<file path="src/rtl/fifo_test_status_monitor.sv">
// rtl/fifo_test_status_monitor.sv - N-channel FIFO self-test status/LED monitor
// Synchronises per-channel flags, latches errors, stretches full/empty and blink-codes the first failing channel.

module fifo_test_status_monitor #(
  parameter int NUM_CH      = 4,
  parameter int SYNC_STAGE  = 2,
  parameter int BLINK_DIV_W = 20,
  parameter int TICK_W      = 18,
  parameter int PULSE_TICKS = 2,
  parameter int GAP_TICKS   = 6,
  parameter int STRETCH_CYC = 1024,
  localparam int CH_W = (NUM_CH > 1) ? $clog2(NUM_CH) : 1
) (
  input  logic              led_clk,
  input  logic              sys_rst,
  input  logic [NUM_CH-1:0] ch_error_i,
  input  logic [NUM_CH-1:0] ch_full_i,
  input  logic [NUM_CH-1:0] ch_empty_i,
  input  logic              clear_err_i,
  output logic              led_blink,
  output logic              led_error,
  output logic              led_full,
  output logic              led_empty,
  output logic [NUM_CH-1:0] err_sticky_o,
  output logic [CH_W-1:0]   first_err_ch_o,
  output logic              first_err_vld_o
);

  localparam int SW    = 3 * NUM_CH;
  localparam int STR_W = $clog2(STRETCH_CYC + 1);
  localparam int TMAX  = (PULSE_TICKS > GAP_TICKS) ? PULSE_TICKS : GAP_TICKS;
  localparam int TC_W  = $clog2(TMAX + 1);
  localparam int PC_W  = CH_W + 1;

  typedef enum logic [1:0] {IDLE, ON, OFF, GAP} state_t;

  logic [SYNC_STAGE*SW-1:0] sync_pipe;
  logic [SW-1:0]            synced;
  logic [NUM_CH-1:0]        err_s, full_s, empty_s;
  logic [BLINK_DIV_W-1:0]   hb_cnt;
  logic                     blink_q;
  logic [TICK_W-1:0]        tick_cnt;
  logic                     tick;
  logic [CH_W-1:0]          low_idx;
  logic [NUM_CH-1:0]        sticky_base;
  logic                     fsm_clear;
  logic [STR_W-1:0]         full_cnt, empty_cnt;
  state_t                   state_q, state_d;
  logic [TC_W-1:0]          tcnt_q, tcnt_d;
  logic [PC_W-1:0]          pcnt_q, pcnt_d;
  logic                     led_error_d;

  // All three flag groups share one shift pipe; the last SW bits are the synced view.
  always_ff @(posedge led_clk or posedge sys_rst) begin
    if (sys_rst) sync_pipe <= '0;
    else         sync_pipe <= {sync_pipe[(SYNC_STAGE-1)*SW-1:0], ch_empty_i, ch_full_i, ch_error_i};
  end

  assign synced  = sync_pipe[SYNC_STAGE*SW-1 -: SW];
  assign err_s   = synced[NUM_CH-1:0];
  assign full_s  = synced[2*NUM_CH-1:NUM_CH];
  assign empty_s = synced[SW-1:2*NUM_CH];

  always_ff @(posedge led_clk or posedge sys_rst) begin
    if (sys_rst) begin
      hb_cnt   <= '0;
      blink_q  <= 1'b0;
      tick_cnt <= '0;
    end else begin
      hb_cnt   <= hb_cnt + BLINK_DIV_W'(1);
      tick_cnt <= tick_cnt + TICK_W'(1);
      if (&hb_cnt) blink_q <= ~blink_q;
    end
  end

  assign tick = &tick_cnt;

  always_comb begin
    low_idx = '0;
    for (int i = NUM_CH - 1; i >= 0; i--) begin
      if (err_s[i]) low_idx = CH_W'(i);
    end
  end

  // A clear empties the capture first, so a synced error in the same cycle re-captures.
  assign sticky_base = clear_err_i ? '0 : err_sticky_o;
  assign fsm_clear   = clear_err_i & ~(|err_s);

  always_ff @(posedge led_clk or posedge sys_rst) begin
    if (sys_rst) begin
      err_sticky_o    <= '0;
      first_err_ch_o  <= '0;
      first_err_vld_o <= 1'b0;
    end else begin
      err_sticky_o <= sticky_base | err_s;
      if ((sticky_base == '0) && (|err_s)) begin
        first_err_ch_o  <= low_idx;
        first_err_vld_o <= 1'b1;
      end else if (clear_err_i) begin
        first_err_ch_o  <= '0;
        first_err_vld_o <= 1'b0;
      end
    end
  end

  always_ff @(posedge led_clk or posedge sys_rst) begin
    if (sys_rst) begin
      full_cnt  <= '0;
      empty_cnt <= '0;
    end else begin
      if (|full_s)                full_cnt  <= STR_W'(STRETCH_CYC);
      else if (full_cnt != '0)    full_cnt  <= full_cnt - STR_W'(1);
      if (|empty_s)               empty_cnt <= STR_W'(STRETCH_CYC);
      else if (empty_cnt != '0)   empty_cnt <= empty_cnt - STR_W'(1);
    end
  end

  always_ff @(posedge led_clk or posedge sys_rst) begin
    if (sys_rst) begin
      state_q <= IDLE;
      tcnt_q  <= '0;
      pcnt_q  <= '0;
    end else begin
      state_q <= state_d;
      tcnt_q  <= tcnt_d;
      pcnt_q  <= pcnt_d;
    end
  end

  // Phases end on the tick that would take tcnt to zero.
  always_comb begin
    state_d     = state_q;
    tcnt_d      = tcnt_q;
    pcnt_d      = pcnt_q;
    led_error_d = 1'b0;
    case (state_q)
      IDLE: begin
        if (first_err_vld_o) begin
          state_d = ON;
          tcnt_d  = TC_W'(PULSE_TICKS);
          pcnt_d  = {1'b0, first_err_ch_o} + PC_W'(1);
        end
      end
      ON: begin
        led_error_d = 1'b1;
        if (tick) begin
          if (tcnt_q <= TC_W'(1)) begin
            state_d = OFF;
            tcnt_d  = TC_W'(PULSE_TICKS);
          end else begin
            tcnt_d = tcnt_q - TC_W'(1);
          end
        end
      end
      OFF: begin
        if (tick) begin
          if (tcnt_q <= TC_W'(1)) begin
            if (pcnt_q > PC_W'(1)) begin
              state_d = ON;
              pcnt_d  = pcnt_q - PC_W'(1);
              tcnt_d  = TC_W'(PULSE_TICKS);
            end else begin
              state_d = GAP;
              pcnt_d  = '0;
              tcnt_d  = TC_W'(GAP_TICKS);
            end
          end else begin
            tcnt_d = tcnt_q - TC_W'(1);
          end
        end
      end
      GAP: begin
        if (tick) begin
          if (tcnt_q <= TC_W'(1)) begin
            state_d = IDLE;
            tcnt_d  = '0;
          end else begin
            tcnt_d = tcnt_q - TC_W'(1);
          end
        end
      end
      default: state_d = IDLE;
    endcase
    if (fsm_clear) begin
      state_d = IDLE;
      tcnt_d  = '0;
      pcnt_d  = '0;
    end
  end

  assign led_blink = blink_q;
  assign led_error = led_error_d;
  assign led_full  = (|full_s) | (full_cnt != '0);
  assign led_empty = (|empty_s) | (empty_cnt != '0);

endmodule

</file>
<file path="config.mk">
export PLATFORM = sky130hd
export DESIGN_NAME = fifo_test_status_monitor
export DESIGN_NICKNAME = d
export VERILOG_FILES = /design/src/rtl/fifo_test_status_monitor.sv
export SDC_FILE = /design/constraint.sdc
export NUM_CORES = 1
export LEC_CHECK = 0
export ABC_AREA = 1
export BUFFER_PORTS_ARGS = -buffer_cell sky130_fd_sc_hd__buf_2
export CAP_MARGIN = 10
export CORE_ASPECT_RATIO = 2
export CORE_MARGIN = 4
export CORE_UTILIZATION = 40
export CTS_CLUSTER_SIZE = 24
export DETAILED_ROUTE_END_ITERATION = 16
export MAX_ROUTING_LAYER = met4
export PLACE_DENSITY = 0.66
export SYNTH_ARGS = -nofsm -noshare
export SYNTH_HDL_FRONTEND = slang
export SYNTH_SLANG_ARGS = --single-unit
export TNS_END_PERCENT = 50
</file>
<file path="constraint.sdc">
create_clock -name led_clk -period 3.9 [get_ports led_clk]
set_input_delay 0.39 -clock led_clk [delete_from_list [all_inputs] [get_ports led_clk]]
set_output_delay 0.39 -clock led_clk [all_outputs]
set_load 0.01 [all_outputs]
</file>
==> results of run 1 <==
-- worst paths after layout --
check / startpoint / to / slack, ns / cells after the start
max: full_cnt[0] / led_full / 1.86 / 6
min: sys_rst / sync_pipe[4] / 0.08 / 2
max reg2reg: empty_cnt[0] / empty_cnt[0] / 2.28 / 8
min reg2reg: sync_pipe[2] / sync_pipe[14] / 0.35 / 0
max in group asynchronous: sys_rst / hb_cnt[11] / 3.21 / 3
min in group led_clk: ch_error_i[0] / sync_pipe[0] / 0.15 / 1
-- metal layers --
| layer | vias to the layer above | track usage, % | wire length [um] |
|---|---|---|---|
| met2 | 46 | 24.6 | 4670 |
| met3 | 22 | 2.86 | 233 |
| met4 | 0 | 6.41 | 231 |
| met1 | 1570 | 14.5 | 3390 |
| li1 | 1657 | - | - |
| met5 | - | - | 0 |
-- cell families after synthesis --
| group | count (synthesis) | synth area share, % |
|---|---|---|
| AO/OA/AOI/OAI | 28 | 3.60 |
| adder cells (fa/ha/maj) | 11 | 2.93 |
| XOR/XNOR | 44 | 8.38 |
| buffers and inverters | 67 | 5.36 |
| AND/OR/NAND/NOR | 242 | 26.4 |
| flip-flops | 100 | 53.3 |
-- final cells by class --
cell class	instances	area (sq um)	area share, %
inverter	67	254	4.73
clock buffer	11	253	4.71
tap	142	178	3.31
multi-input combinational	325	1940	36.1
timing repair buffer	27	160	2.98
sequential	100	2500	46.6
clock inverter	5	82.6	1.54
-- where the power goes --
group	switching (mW)	internal, mW	leakage, nW
registers	0.0543	1.10	1.27
clock network	0.377	0.599	0.166
logic	0.303	0.173	1.31
total	0.735	1.87	2.75
-- metrics by stage --
step	hold WS [ns]	instances
2_1_floorplan	0.331	492
3_3_place_gp	0.331	660
3_5_place_dp	0.336	660
4_1_cts	0.138	676
5_1_grt	0.118	677
6_report	0.0758	677
-- cell usage in the layout, fill, tap and decap left out, types with 2 or more instances in the layout --
| cell | n |
|---|---|
| dfrtp_1 | 100 |
| nand2_1 | 96 |
| inv_1 | 56 |
| nor2_1 | 39 |
| nand3_1 | 34 |
| xor2_1 | 29 |
| buf_2 | 25 |
| nor3_1 | 18 |
| nand4_1 | 18 |
| xnor2_1 | 14 |
| ha_1 | 11 |
| clkbuf_16 | 9 |
| a21oi_1 | 8 |
| inv_2 | 7 |
| o21ai_0 | 7 |
| nor2_2 | 5 |
| nor3_2 | 5 |
| nor2_4 | 5 |
| nand2_2 | 5 |
| nand2_4 | 4 |
| clkinv_1 | 3 |
| o21ai_1 | 3 |
| nand3b_1 | 3 |
| o21ai_2 | 3 |
| nand3_2 | 2 |
| o22ai_1 | 2 |
| nor2_8 | 2 |
| or2_2 | 2 |
| bufinv_16 | 2 |
| clkbuf_8 | 2 |
-- sequential cells by signal, indices dropped and copies added, names as in the netlist --
register / cells
first_err_ch_o: 2
full_cnt: 11
err_sticky_o: 4
empty_cnt: 11
tick_cnt: 18
pcnt_q: 3
hb_cnt: 20
led_blink: 1
sync_pipe: 24
first_err_vld_o: 1
tcnt_q: 3
state_q: 2
==> metrics.md, run 1 <==
| Metric | Value |
|---|---|
| Cell count after synthesis | about 490 |
| Depth of the CTS H-tree | 3 |
| Max cap viols | 0 |
| Arr. time, crit path | between 1.5 and 2 ns |
| DR iter-0 viols | between 150 and 200 |
| Global router's overall resource usage | 13.9% |
| WL/cell | between 10 and 15 um |
| Critical Path Max Stage Delay | between 0.4 and 0.5 ns |
| Core Area | 11400 sq um |
| Distinct cells, synth | 36 |
| Hpwl dp | 6.28 mm |
| Placed Area | about 5000 sq um |
| Port-buffer cells | 25 |
| Area growth syn-to-layout | 14.4% |
| Layout cells sized above 1 | between 10% and 20% |
| Post-route ant nets | 0 |
| Via count | approximately 3300 |
| CP endpoint kind | primary output |
| Number of I/O pins | 26 |
| Largest net degree at the start of global routing | between 80 and 90 |
| Residual DRC | 0 |
| Final min period | approximately 2.0 ns |
| N_diodes | 0 |
| First-pass GRT wire length | around 15 mm |
| Nets@finish | between 500 and 600 |
| Post-CTS Hold Buffers | 0 |
| Die area | between 10000 and 15000 sq um |
| Cell family with the largest share of critical-path delay | flip-flops |
| RSZ-0062 raised after global routing | false |
| Reg clk slew, reported paths | 0.07 ns |
| Worst rel slew slack | roughly two thirds |
| Slowest CP cell | dfrtp_1 |
| Starting Density | around two fifths |
| Yosys reg bits | 100 |
| Fin crit share | around 52% |
| Root buf cell | clkbuf_16 |
| Vias/cell | ~4.9 |
| Mapped cell area | about 4700 sq um |
| Final core utilization | a little under half |
| Vias in the first global route | roughly 3500 |
| Initial DRT Pass Iterations | 4 |
| Worst-path cell chain | inv_1, ha_1, inv_1, nor3_1, nand4_1, buf_2 |
| Worst Slack Setup Final | between 1.5 and 2 ns |
| Clock buffer depth | 2 |
| CTS tree | yes |
| Hold Crit Class | in2async |
| Maximum VDD drop | around 0.00027 V |
| Initial antenna violation count | 0 |
| Fillers | 1100 |
| Pwr Total | roughly 2.6 mW |
| Syn Nets | 518 |
| Die height | around 160 um |
| Fraction of registers with async set/reset | 100% |
| Detailed Route WL | between 8 and 9 mm |
| Crit path launch type | flop |
| TritonCTS Buffers | 9 |
| Die boundary width | about 85 um |
| Clock Skew | roughly 0.010 ns |
| Slew @ Worst Pin | about 0.48 ns |
| Yosys top cell area share | between 50 and 60% |
| Setup-failing EPs final | 0 |
| Max Clk Rate | 491 MHz |
| Max-slew violations | 0 |
| Most frequent cell after synthesis | dfrtp_1 |
| Row cnt | 55 |
| WP buf/inv | 3 |
| P_leak | roughly 2.8 nW |
| Most frequent CP cell | inv_1 |
| Total number of yosys warnings | 0 |
| Data required, critical path | roughly 3.5 ns |
| Top cells by count, synth | dfrtp_1, nand2_1, inv_1, nor2_1, nand3_1 |
| Routability cong. | roughly 0.85 |
| Hold Fails Final Rpt | 0 |
| CP max FO | 5 |
| Clock sink total | 100 |
| Design area | around 5400 sq um |
| Power per Cell Area | between 400 and 500 nW/um^2 |
| Gr ovfl total | 0 |
| Seq/Total Area, Yosys | a little over half |
| Worst skew pair latency | between 0.3 and 0.4 ns |
| Pre-CTS WS | around 2.3 ns |
| Post-CTS Setup Inserts | 0 |
| Largest cells by area after synthesis | dfrtp_1, nand2_1, xor2_1, inv_1, nand3_1 |
| Status | completed |
| Main flop type after synthesis | dfrtp_1 |
| Setup TNS | 0 ns |
| Number of flops mapped to enable cells by yosys | 0 |
| Post-cts resize count | 0 |
| WS Path Type | reg2out |
| Synth area leader | dfrtp_1 |
| Synth Area per Inst | roughly 9.5 sq um |
Note: power is estimated with default switching activity, not from simulation.
==> run 2, diff against run 1 <==
Clock period 3.9 ns to 2 ns, I/O delays scaled along.
==> metrics.md, run 2 (same netlist as run 1, synthesis figures left out) <==
| Metric | Value |
|---|---|
| Status | completed |
| WL/cell | 12.7 um (+1.0%) |
| Slew @ Worst Pin | 0.644 ns (+0.169 ns) |
| Detailed Route WL | 8.78 mm (+3.0%) |
| TritonCTS Buffers | 9 (unchanged) |
| P_leak | 2.80 nW (+1.6%) |
| Area growth syn-to-layout | 17.3% |
| Most frequent cells in the layout | dfrtp_1, nand2_1, inv_1 |
| Port-buffer cells | 25 (unchanged) |
| Final min period | 1.84 ns |
| WS Path Type | reg2out |
| Global router's overall resource usage | 14.1% (+0.21 points) |
| Worst-path cell chain | inv_1, ha_1, inv_1, nor3_1, nand4_1, buf_2 |
| Clock buffer depth | 2 (unchanged) |
| Worst rel slew slack | 57.0% (-11 points) |
| Root buf cell | clkbuf_16 |
| Initial DRT Pass Iterations | 4 (unchanged) |
| Worst r2r dst | pcnt_q[0] |
| Reg clk slew, reported paths | 0.07 ns (about the same) |
| R2r worst-path depth | 10 (+2) |
| First-pass GRT wire length | 15.3 mm (+1.4%) |
| Setup TNS | 0 ns (unchanged) |
| Vias/cell | 4.91 (+0.94%) |
| Core Area | 11400 sq um (unchanged) |
| Crit path launch type | flop |
| Setup-failing EPs final | 0 (unchanged) |
| Max reg flops | 24 (unchanged) |
| Pwr Total | 5.10 mW (+96%) |
| Worst Hold Launch | clear_err_i |
| Initial antenna violation count | 0 (unchanged) |
| Maximum VDD drop | 0.000617 V (+130%) |
| Max-slew violations | 0 (unchanged) |
| Fin crit share | about nine tenths |
| Data required, critical path | 1.80 ns (-1.71 ns) |
| Largest net degree at the start of global routing | 41 (-53%) |
| Post-route ant nets | 0 (unchanged) |
| Most frequent CP cell | inv_1 |
| Arr. time, crit path | 1.64 ns (about the same) |
| Critical Path Max Stage Delay | 0.42 ns (about the same) |
| Hold Fails Final Rpt | 0 (unchanged) |
| Worst skew pair latency | 0.35 ns (about the same) |
| Hpwl dp | 6.55 mm (+4.4%) |
| Largest Register | sync_pipe |
| R2R Setup Slk | 0.39 ns (-1.89 ns) |
| DR iter-0 viols | 120 (-24%) |
| CP endpoint kind | primary output |
| Slowest CP cell | dfrtp_1 |
| Clock sink total | 100 (unchanged) |
| Nets@finish | 569 (+2.3%) |
| Routability cong. | 0.860 (+1.4%) |
| Max Clk Rate | between 500 and 600 MHz |
| Power per Cell Area | 928 nW/um^2 (+91%) |
| Via count | 3390 (+2.9%) |
| Die boundary width | 84.6 um (unchanged) |
| CTS tree | yes |
| Residual DRC | 0 (unchanged) |
| Starting Density | 41.1% (unchanged) |
| Post-CTS Setup Inserts | 0 (unchanged) |
| Hold Crit Class | in2reg |
| Final core utilization | 48.1% (+1.2 points) |
| Number of I/O pins | 26 (unchanged) |
| Die area | 13600 sq um (unchanged) |
| Reg2reg start | tick_cnt[0] |
| Hold path depth | 4 |
| Row cnt | 55 (unchanged) |
| Worst min-delay path endpoint | err_sticky_o[3] |
| Biggest regs | sync_pipe (24), hb_cnt (20), tick_cnt (18) |
| Clock Skew | 0.00774 ns (-0.00238 ns) |
| Layout cells sized above 1 | 16.6% (-0.030 points) |
| Commonest non-fill, non-tap cell in the layout | dfrtp_1 |
| RSZ-0062 raised after global routing | false |
| Max cap viols | 0 (unchanged) |
| Fillers | 1039 (-5.5%) |
| Vias in the first global route | 3514 (+0.37%) |
| N_diodes | 0 (unchanged) |
| Die height | 161 um (unchanged) |
| Depth of the CTS H-tree | 3 (unchanged) |
| CP max FO | 5 (unchanged) |
| Hold slack | 0.163 ns (+0.0870 ns) |
| Gr ovfl total | 0 (unchanged) |
[run 2: cell count changes in the layout (fill, tap and decap cells not counted), sizes merged]
cell | before | now
dlygate4sd3 | 0 | 13
clkbuf | 11 | 9
clkinvlp | 0 | 2
clkinv | 5 | 4
inv | 65 | 66
[run 2: worst max path at each step]
| stage | slack, ns | to | cells past startpoint | from |
|---|---|---|---|---|
| global route | 0.03 | led_full | 6 | full_cnt[0] |
| global placement | 0.47 | tcnt_q[2] | 8 | sync_pipe[14] |
| floorplan | 0.56 | tcnt_q[2] | 10 | tick_cnt[0] |
| CTS | 0.14 | led_full | 6 | full_cnt[0] |
| detailed placement | 0.39 | pcnt_q[0] | 10 | tick_cnt[0] |
| finish | 0.16 | led_empty | 6 | empty_cnt[0] |
[run 2: what timing repair did]
item	in CTS	in global routing
resized for setup	0	2
hold buffers	13	0
setup endpoints to repair	0	1
hold endpoints to repair	39	0
[run 2: layer usage]
| metal | track usage (%) | up-vias | wire [um] |
|---|---|---|---|
| met5 | - | - | 0 |
| met4 | 6.05 | 0 | 231 |
| met3 | 2.65 | 19 | 205 |
| met2 | 25.8 | 49 | 4930 |
| met1 | 14.4 | 1638 | 3420 |
| li1 | - | 1684 | - |
[run 2: worst max-delay path: cells and delay by family, from the launching register on]
family                   cells  cell delay (ns)
buffers and inverters        3             0.36
flip-flops                   1             0.42
adder cells (fa/ha/maj)      1             0.15
AND/OR/NAND/NOR              2             0.37
[run 2: where the power goes]
part / internal (mW) / leakage, nW / total [mW] / switching, mW
combinational: 0.355 / 1.36 / 0.959 / 0.604
clock: 1.12 / 0.159 / 1.89 / 0.777
sequential: 2.14 / 1.27 / 2.25 / 0.110
total: 3.61 / 2.80 / 5.10 / 1.49
[run 2: through the flow]
stage | cell area [sq um] | worst slack [ns] | cells
floorplan | 4690 | 0.555 | 492
global placement | 5040 | 0.472 | 661
detailed placement | 5040 | 0.390 | 661
CTS | 5500 | 0.137 | 690
global route | 5500 | 0.0328 | 690
finish | 5500 | 0.161 | 690
[run 2: cell type report]
class / count / area [sq um] / area share [%]
multi-input combinational: 325 / 1940 / 35.3
clock inverter: 7 / 105 / 1.91
sequential: 100 / 2500 / 45.5
clock buffer: 9 / 225 / 4.09
tap: 142 / 178 / 3.23
inverter: 67 / 255 / 4.64
timing repair buffer: 40 / 295 / 5.37
